File: src/rtl/pipeline_stall_ctrl.sv
// Hazard-request consumer for the 5-stage pipeline: priority-resolves memory waits,
// taken branches and load-use hazards into per-stage stall/flush controls.
module pipeline_stall_ctrl #(
   parameter int MEM_TIMEOUT = 16,
   parameter int CNT_W       = 32
) (
   input  logic             clk,
   input  logic             rst,
   input  logic             load_hazard,
   input  logic             pc_src_e,
   input  logic             dmem_req_m,
   input  logic             dmem_ready,
   output logic             stall_f,
   output logic             pc_write,
   output logic             stall_d,
   output logic             stall_e,
   output logic             stall_m,
   output logic             flush_d,
   output logic             flush_e,
   output logic             flush_w,
   output logic             mem_wait,
   output logic             mem_timeout,
   output logic [CNT_W-1:0] stall_cnt,
   output logic [CNT_W-1:0] flush_cnt
);

   localparam int WCW = $clog2(MEM_TIMEOUT + 1);

   typedef enum logic [1:0] {IDLE, WAIT, ERR} state_t;

   state_t         state, state_nxt;
   logic [WCW-1:0] wait_cnt, wait_cnt_nxt;
   logic           dmem_miss;
   logic           mem_stall;

   assign dmem_miss = dmem_req_m & ~dmem_ready;
   assign mem_stall = (state == ERR) | dmem_miss;

   always_ff @(posedge clk) begin
      if (rst) begin
         state    <= IDLE;
         wait_cnt <= '0;
      end else begin
         state    <= state_nxt;
         wait_cnt <= wait_cnt_nxt;
      end
   end

   always_comb begin
      state_nxt    = state;
      wait_cnt_nxt = wait_cnt;
      case (state)
         IDLE: begin
            if (dmem_miss) begin
               state_nxt    = WAIT;
               wait_cnt_nxt = WCW'(1);
            end
         end
         WAIT: begin
            // A dropped request releases the wait just like a completed one.
            if (!dmem_miss) begin
               state_nxt    = IDLE;
               wait_cnt_nxt = '0;
            end else if (wait_cnt == WCW'(MEM_TIMEOUT)) begin
               state_nxt = ERR;
            end else begin
               wait_cnt_nxt = wait_cnt + WCW'(1);
            end
         end
         ERR:     state_nxt = ERR;
         default: begin
            state_nxt    = IDLE;
            wait_cnt_nxt = '0;
         end
      endcase
   end

   always_comb begin
      stall_f = 1'b0;
      stall_d = 1'b0;
      stall_e = 1'b0;
      stall_m = 1'b0;
      flush_d = 1'b0;
      flush_e = 1'b0;
      flush_w = 1'b0;
      if (mem_stall) begin
         // EX is frozen, so a pending branch is simply re-seen after release.
         stall_f = 1'b1;
         stall_d = 1'b1;
         stall_e = 1'b1;
         stall_m = 1'b1;
         flush_w = 1'b1;
      end else if (pc_src_e) begin
         flush_d = 1'b1;
         flush_e = 1'b1;
      end else if (load_hazard) begin
         stall_f = 1'b1;
         stall_d = 1'b1;
         flush_e = 1'b1;
      end
   end

   assign pc_write    = ~stall_f;
   assign mem_wait    = (state == WAIT);
   assign mem_timeout = (state == ERR);

   always_ff @(posedge clk) begin
      if (rst) begin
         stall_cnt <= '0;
         flush_cnt <= '0;
      end else begin
         if (stall_f && (stall_cnt != '1)) stall_cnt <= stall_cnt + CNT_W'(1);
         if (flush_e && (flush_cnt != '1)) flush_cnt <= flush_cnt + CNT_W'(1);
      end
   end

endmodule
File: config.mk
export PLATFORM = sky130hd
export DESIGN_NAME = pipeline_stall_ctrl
export DESIGN_NICKNAME = d
export VERILOG_FILES = /design/src/rtl/pipeline_stall_ctrl.sv
export SDC_FILE = /design/constraint.sdc
export NUM_CORES = 1
export LEC_CHECK = 0
export BUFFER_PORTS_ARGS = -buffer_cell sky130_fd_sc_hd__buf_2
export CAP_MARGIN = 20
export CORE_AREA = 2 2 101 103
export CTS_CLUSTER_SIZE = 12
export DETAILED_ROUTE_END_ITERATION = 16
export DIE_AREA = 0 0 103 105
export HOLD_SLACK_MARGIN = 0.03
export MAX_ROUTING_LAYER = met4
export PLACE_DENSITY_LB_ADDON = 0.08
export REMOVE_ABC_BUFFERS = 1
export SLEW_MARGIN = 20
export SYNTH_ARGS = -nofsm -noshare
export SYNTH_HDL_FRONTEND = slang
export SYNTH_SLANG_ARGS = --single-unit
File: constraint.sdc
create_clock -name clk -period 2.14 [get_ports clk]
set_input_delay 0 -clock clk [delete_from_list [all_inputs] [get_ports clk]]
set_output_delay 0 -clock clk [all_outputs]
set_load 0.05 [all_outputs]
; Word-level counts from Yosys, hierarchy flattened
; Cells that the tools add are included.
; Widths: inputs -> output; s select.
[op_classes]
add_sub_neg = 3
eq_ne = 8
muxes = 16
bitwise = 5
reduce_logical = 5
[op_table]
columns = cell, count
row1 = $add 32x1->32 const B, 2
row2 = $ne 32x32->1 const B, 2
row3 = $mux 5, 3
row4 = $pmux 5 s3, 1
row5 = $mux 1, 8
row6 = $mux 2, 3
row7 = $pmux 2 s3, 1
row8 = $add 5x1->5 const B, 1
row9 = $eq 5x5->1 const B, 1
row10 = $ne 3x2->1 const B, 1
row11 = $ne 3x3->1 const B, 1
row12 = $not 1->1, 3
row13 = $reduce_and 3->1, 1
row14 = $eq 2x1->1 const B, 1
row15 = $eq 2x2->1 const B, 1
row16 = $logic_and 1x1->1, 2
row17 = $logic_not 2->1, 1
row18 = $ne 2x2->1 const B, 1
row19 = $reduce_and 2->1, 1
row20 = $and 1x1->1, 1
row21 = $or 1x1->1, 1
[totals]
regBits = 71
input_bits = 6

; Logic depth before layout (Yosys ltp)
[logic_depth]
word_depth = 5
ltp_mapped = 8
depth_no_buf = 7

; Least setup slack after synthesis
; OpenSTA, ideal clock, no wires.
[synth_timing]
path_type = register -> register
startpoint = register stall_cnt[0]
endpoint = register stall_cnt[6]
setup_ps = 123
t_arrival_ps = 2241
required_time_ps = 2017
slack_ps = -224
path_stages_with_launch = 7
n_path_buf = 0
period_less_slack_ps = 2364
path_cell_list = dfxtp_1 -> ha_1 -> nand2_1 -> or4_4 -> o31ai_4 -> nor3_1 -> mux2_1
[synth_between]
elab_chain_cells = 2
elab_cells_between_ends = 3
[synth_lines]
columns = element, line_no
row1 = "start, declared", 23  ; output logic [CNT_W-1:0] stall_cnt,
row2 = "start signal, assigned", 112  ; if (stall_f && (stall_cnt != '1)) stall_cnt <= stall_cnt + CNT_W'(1);
row3 = "parallel branches: the longest is 2 deep, another holds $add 32x1->32", --
; Parallel ways; which one is timed is not known.
; A chain may end at the register's enable or synchronous reset.

; Worst setup path after layout
[layout_timing]
startpoint = register stall_cnt[15]
endpoint = register stall_cnt[19]
; Same word-level chain as after synthesis.

==> results.py <==
metrics = {
    "layout": {
        "fillers": 998,
        "fin_nets": 592,
        "area_growth_pct": 29.19,
        "regArea_sq_um": 1425,
        "diodes": 0,
        "design_area_sq_um": 4917,
        "drive_gt1_frac": 0.3049,
        "multiInputGateArea_sq_um": 2256,
    },
    "synth": {
        "synth_top_area_cell": "dfxtp_1",
        "syn_avg_cell_area_sq_um": 8.221,
        "ys_warn_count": 0,
        "async_flop_share": 0,
        "synth-edff-count": 0,
        "yosys_most_used_dff": "dfxtp_1",
        "syn_area_sq_um": 3806,
        "ys_seq_elements": 71,
        "ys_types": 50,
        "seq_area_frac_synth": 0.3734,
        "netlist_instances": 463,
        "synth.most_common_cell": "dfxtp_1",
        "synth_common_cells": "dfxtp_1, a21oi_1, nand2_1",
        "synthTopCellsByArea": "dfxtp_1, a21oi_1, or3_1",
        "synth_top_area_share": 0.3734,
    },
    "critical_path": {
        "regToRegSetupSlack_ns": 0.09,
        "cp-end-kind": "flip-flop",
        "r2r-start": "stall_cnt[15]$_SDFFE_PP0P_",
        "critPathLaunch": "stall_cnt[15]$_SDFFE_PP0P_",
        "crit_fanout": 11,
        "path_class": "flip-flop to flip-flop",
        "required_ns": 2.38,
        "start_kind": "flip-flop",
        "arrival_ns": 2.28,
    },
    "pwr": {
        "total_power_w": 0.002729,
        "ir_drop_v": 0.0002833,
        "p_leak_nw": 1.961,
        "p_per_area_nw_per_um2": 555.0,
    },
    "timing": {
        "period_share": 0.9567,
        "slew_headroom": 0.6053,
        "setup_viol_count_final": 0,
        "hold_viol": 0,
        "worst_pin_slew_ns": 0.5841,
        "skew_ns": 0.01271,
        "rsz0062_at_grt": "yes",
        "max_clock_freq_ghz": 0.4884,
        "period_needed_ns": 2.047,
        "report.final.slew_viol_count": 0,
    },
    "placed_design": {
        "placed_area_sq_um": 4648,
        "gp_congestion": 0.8244,
        "detailed_place_hpwl_um": 7293,
        "io_buffers": 79,
    },
    "floorplanning": {
        "core_sq_um": 9639,
        "initial_core_util": 0.3949,
        "die_w_um": 103,
        "die_area_sq_um": 10820,
        "rows": 36,
        "dieHeight_um": 105,
        "num_io_pins": 80,
    },
    "clock_tree": {
        "ctsHtreeMaxLevel": 3,
        "cts_buffers": 9,
        "clock_sinks": 71,
        "clockRootBuffer": "clkbuf_8",
        "clk_pin_slew_worst_paths_ns": 0.09,
        "insertion_delay_ns": 0.35,
        "clock_path_buffers": 2,
        "cts_tree": "done",
    },
    "global_route": {
        "grt_pass1_vias": 3541,
        "grt_max_degree": 37,
        "grt_pass1_wl_um": 16450,
        "grt_use_total": 0.1918,
        "grt.overflow.total": 0,
        "antenna_found_initial": 0,
    },
    "drt": {
        "first_pass_iters": 4,
        "drt_iter0_markers": 122,
        "routedWlPerCell_um": 13.81,
        "via_per_inst": 5.369,
        "drc": 0,
        "vias": 3866,
        "ant_nets": 0,
        "drt_wl_total_um": 9943,
    },
    "min_path": {
        "hp-class": "primary input to flip-flop",
        "hold_start": "dmem_ready",
    },
    "outcome": {
        "status": "finished, final reports clean",
    },
    "flow_run": {
        "cap_violations": 0,
    },
}
## layout by cell type, fill, tap and decap left out, types with 19 or more instances in the layout
cell / netlist / routed
buf_2: 2 / 79
dfxtp_1: 71 / 68
buf_4: 8 / 49
a21oi_1: 47 / 47
nand2_1: 37 / 37
nor2_1: 30 / 30
nand3_1: 29 / 29
o21ai_0: 28 / 28
or3_1: 25 / 25
o31ai_1: 19 / 19
## layer usage
metal / global-route usage / wire (um) / vias up
met5: - / 0 / -
met4: 0.04605 / 99 / 0
met3: 0.04749 / 479 / 7
met2: 0.3033 / 4742 / 76
met1: 0.2454 / 4620 / 1814
li1: - / - / 1969
## path summary, 6_finish.rpt
| path | endpoint | cells past startpoint |
|---|---|---|
| max | stall_cnt[19]$_SDFFE_PP0P_ | 6 |
| min | state[1]$_SDFFE_PP0P_ | 5 |
| max reg2reg | stall_cnt[19]$_SDFFE_PP0P_ | 6 |
| min reg2reg | flush_cnt[30]$_SDFFE_PP0P_ | 2 |
## registers in the layout, indices dropped and copies added, names as in the netlist
register	count
stall_cnt	32
flush_cnt	32
state	2
wait_cnt	5
## report_power, final
part / switching (W) / internal, W
clock: 0.000532 / 0.000637
sequential: 0.00000930 / 0.00133
combinational: 0.000156 / 0.0000636
## cell type report
cell class	instances	area share
clock buffer	12	0.03359
clock inverter	4	0.01043
inverter	10	0.007634
multi-input combinational	358	0.4588
sequential	71	0.2898
tap	133	0.03384
timing repair buffer	132	0.1659
## worst max-delay path: stages (launching register included)
cell and delay, ns:
dfxtp_1 0.39, and4_1 0.30, nand4_1 0.36, o211ai_1 0.36, buf_4 0.21, nor4_1 0.05, mux2_2 0.26
## cell families (layout without fill, tap and decap cells)
family | Yosys count | in the layout | synth area share
and+or+nand+nor | 227 | 227 | 0.3435
AOI/OAI and AO/OA | 105 | 105 | 0.1670
DFF | 71 | 71 | 0.3734
buffers and inverters | 34 | 158 | 0.04241
muxes | 16 | 16 | 0.04668
xor gates and xnor gates | 6 | 6 | 0.01381
adders and majority gates | 4 | 4 | 0.01315
## through the flow
step	hold slack (ns)	utilization	setup TNS, ns	worst slack, ns	std cells
floorplan	0.06907	-	-49.66	-1.635	439
CTS	0.1167	0.5075	0	0.01641	719
finish	0.1369	0.5101	0	0.09268	720
detailed placement	0.3927	0.4822	-0.004229	-0.004229	702
global placement	0.3804	0.4822	0	0.01719	702
global route	0.1569	0.5101	-0.05759	-0.04585	720
## what timing repair did
action                                  in CTS  in global routing
gates resized for setup                      2                  6
pin swaps                                    0                  1
hold buffers                                 1                  0
endpoints found under the setup margin       2                 12
hold endpoints to repair                     3                  0
setup buffers                                0                  1
No activity file was read; power rests on OpenSTA's default activity.
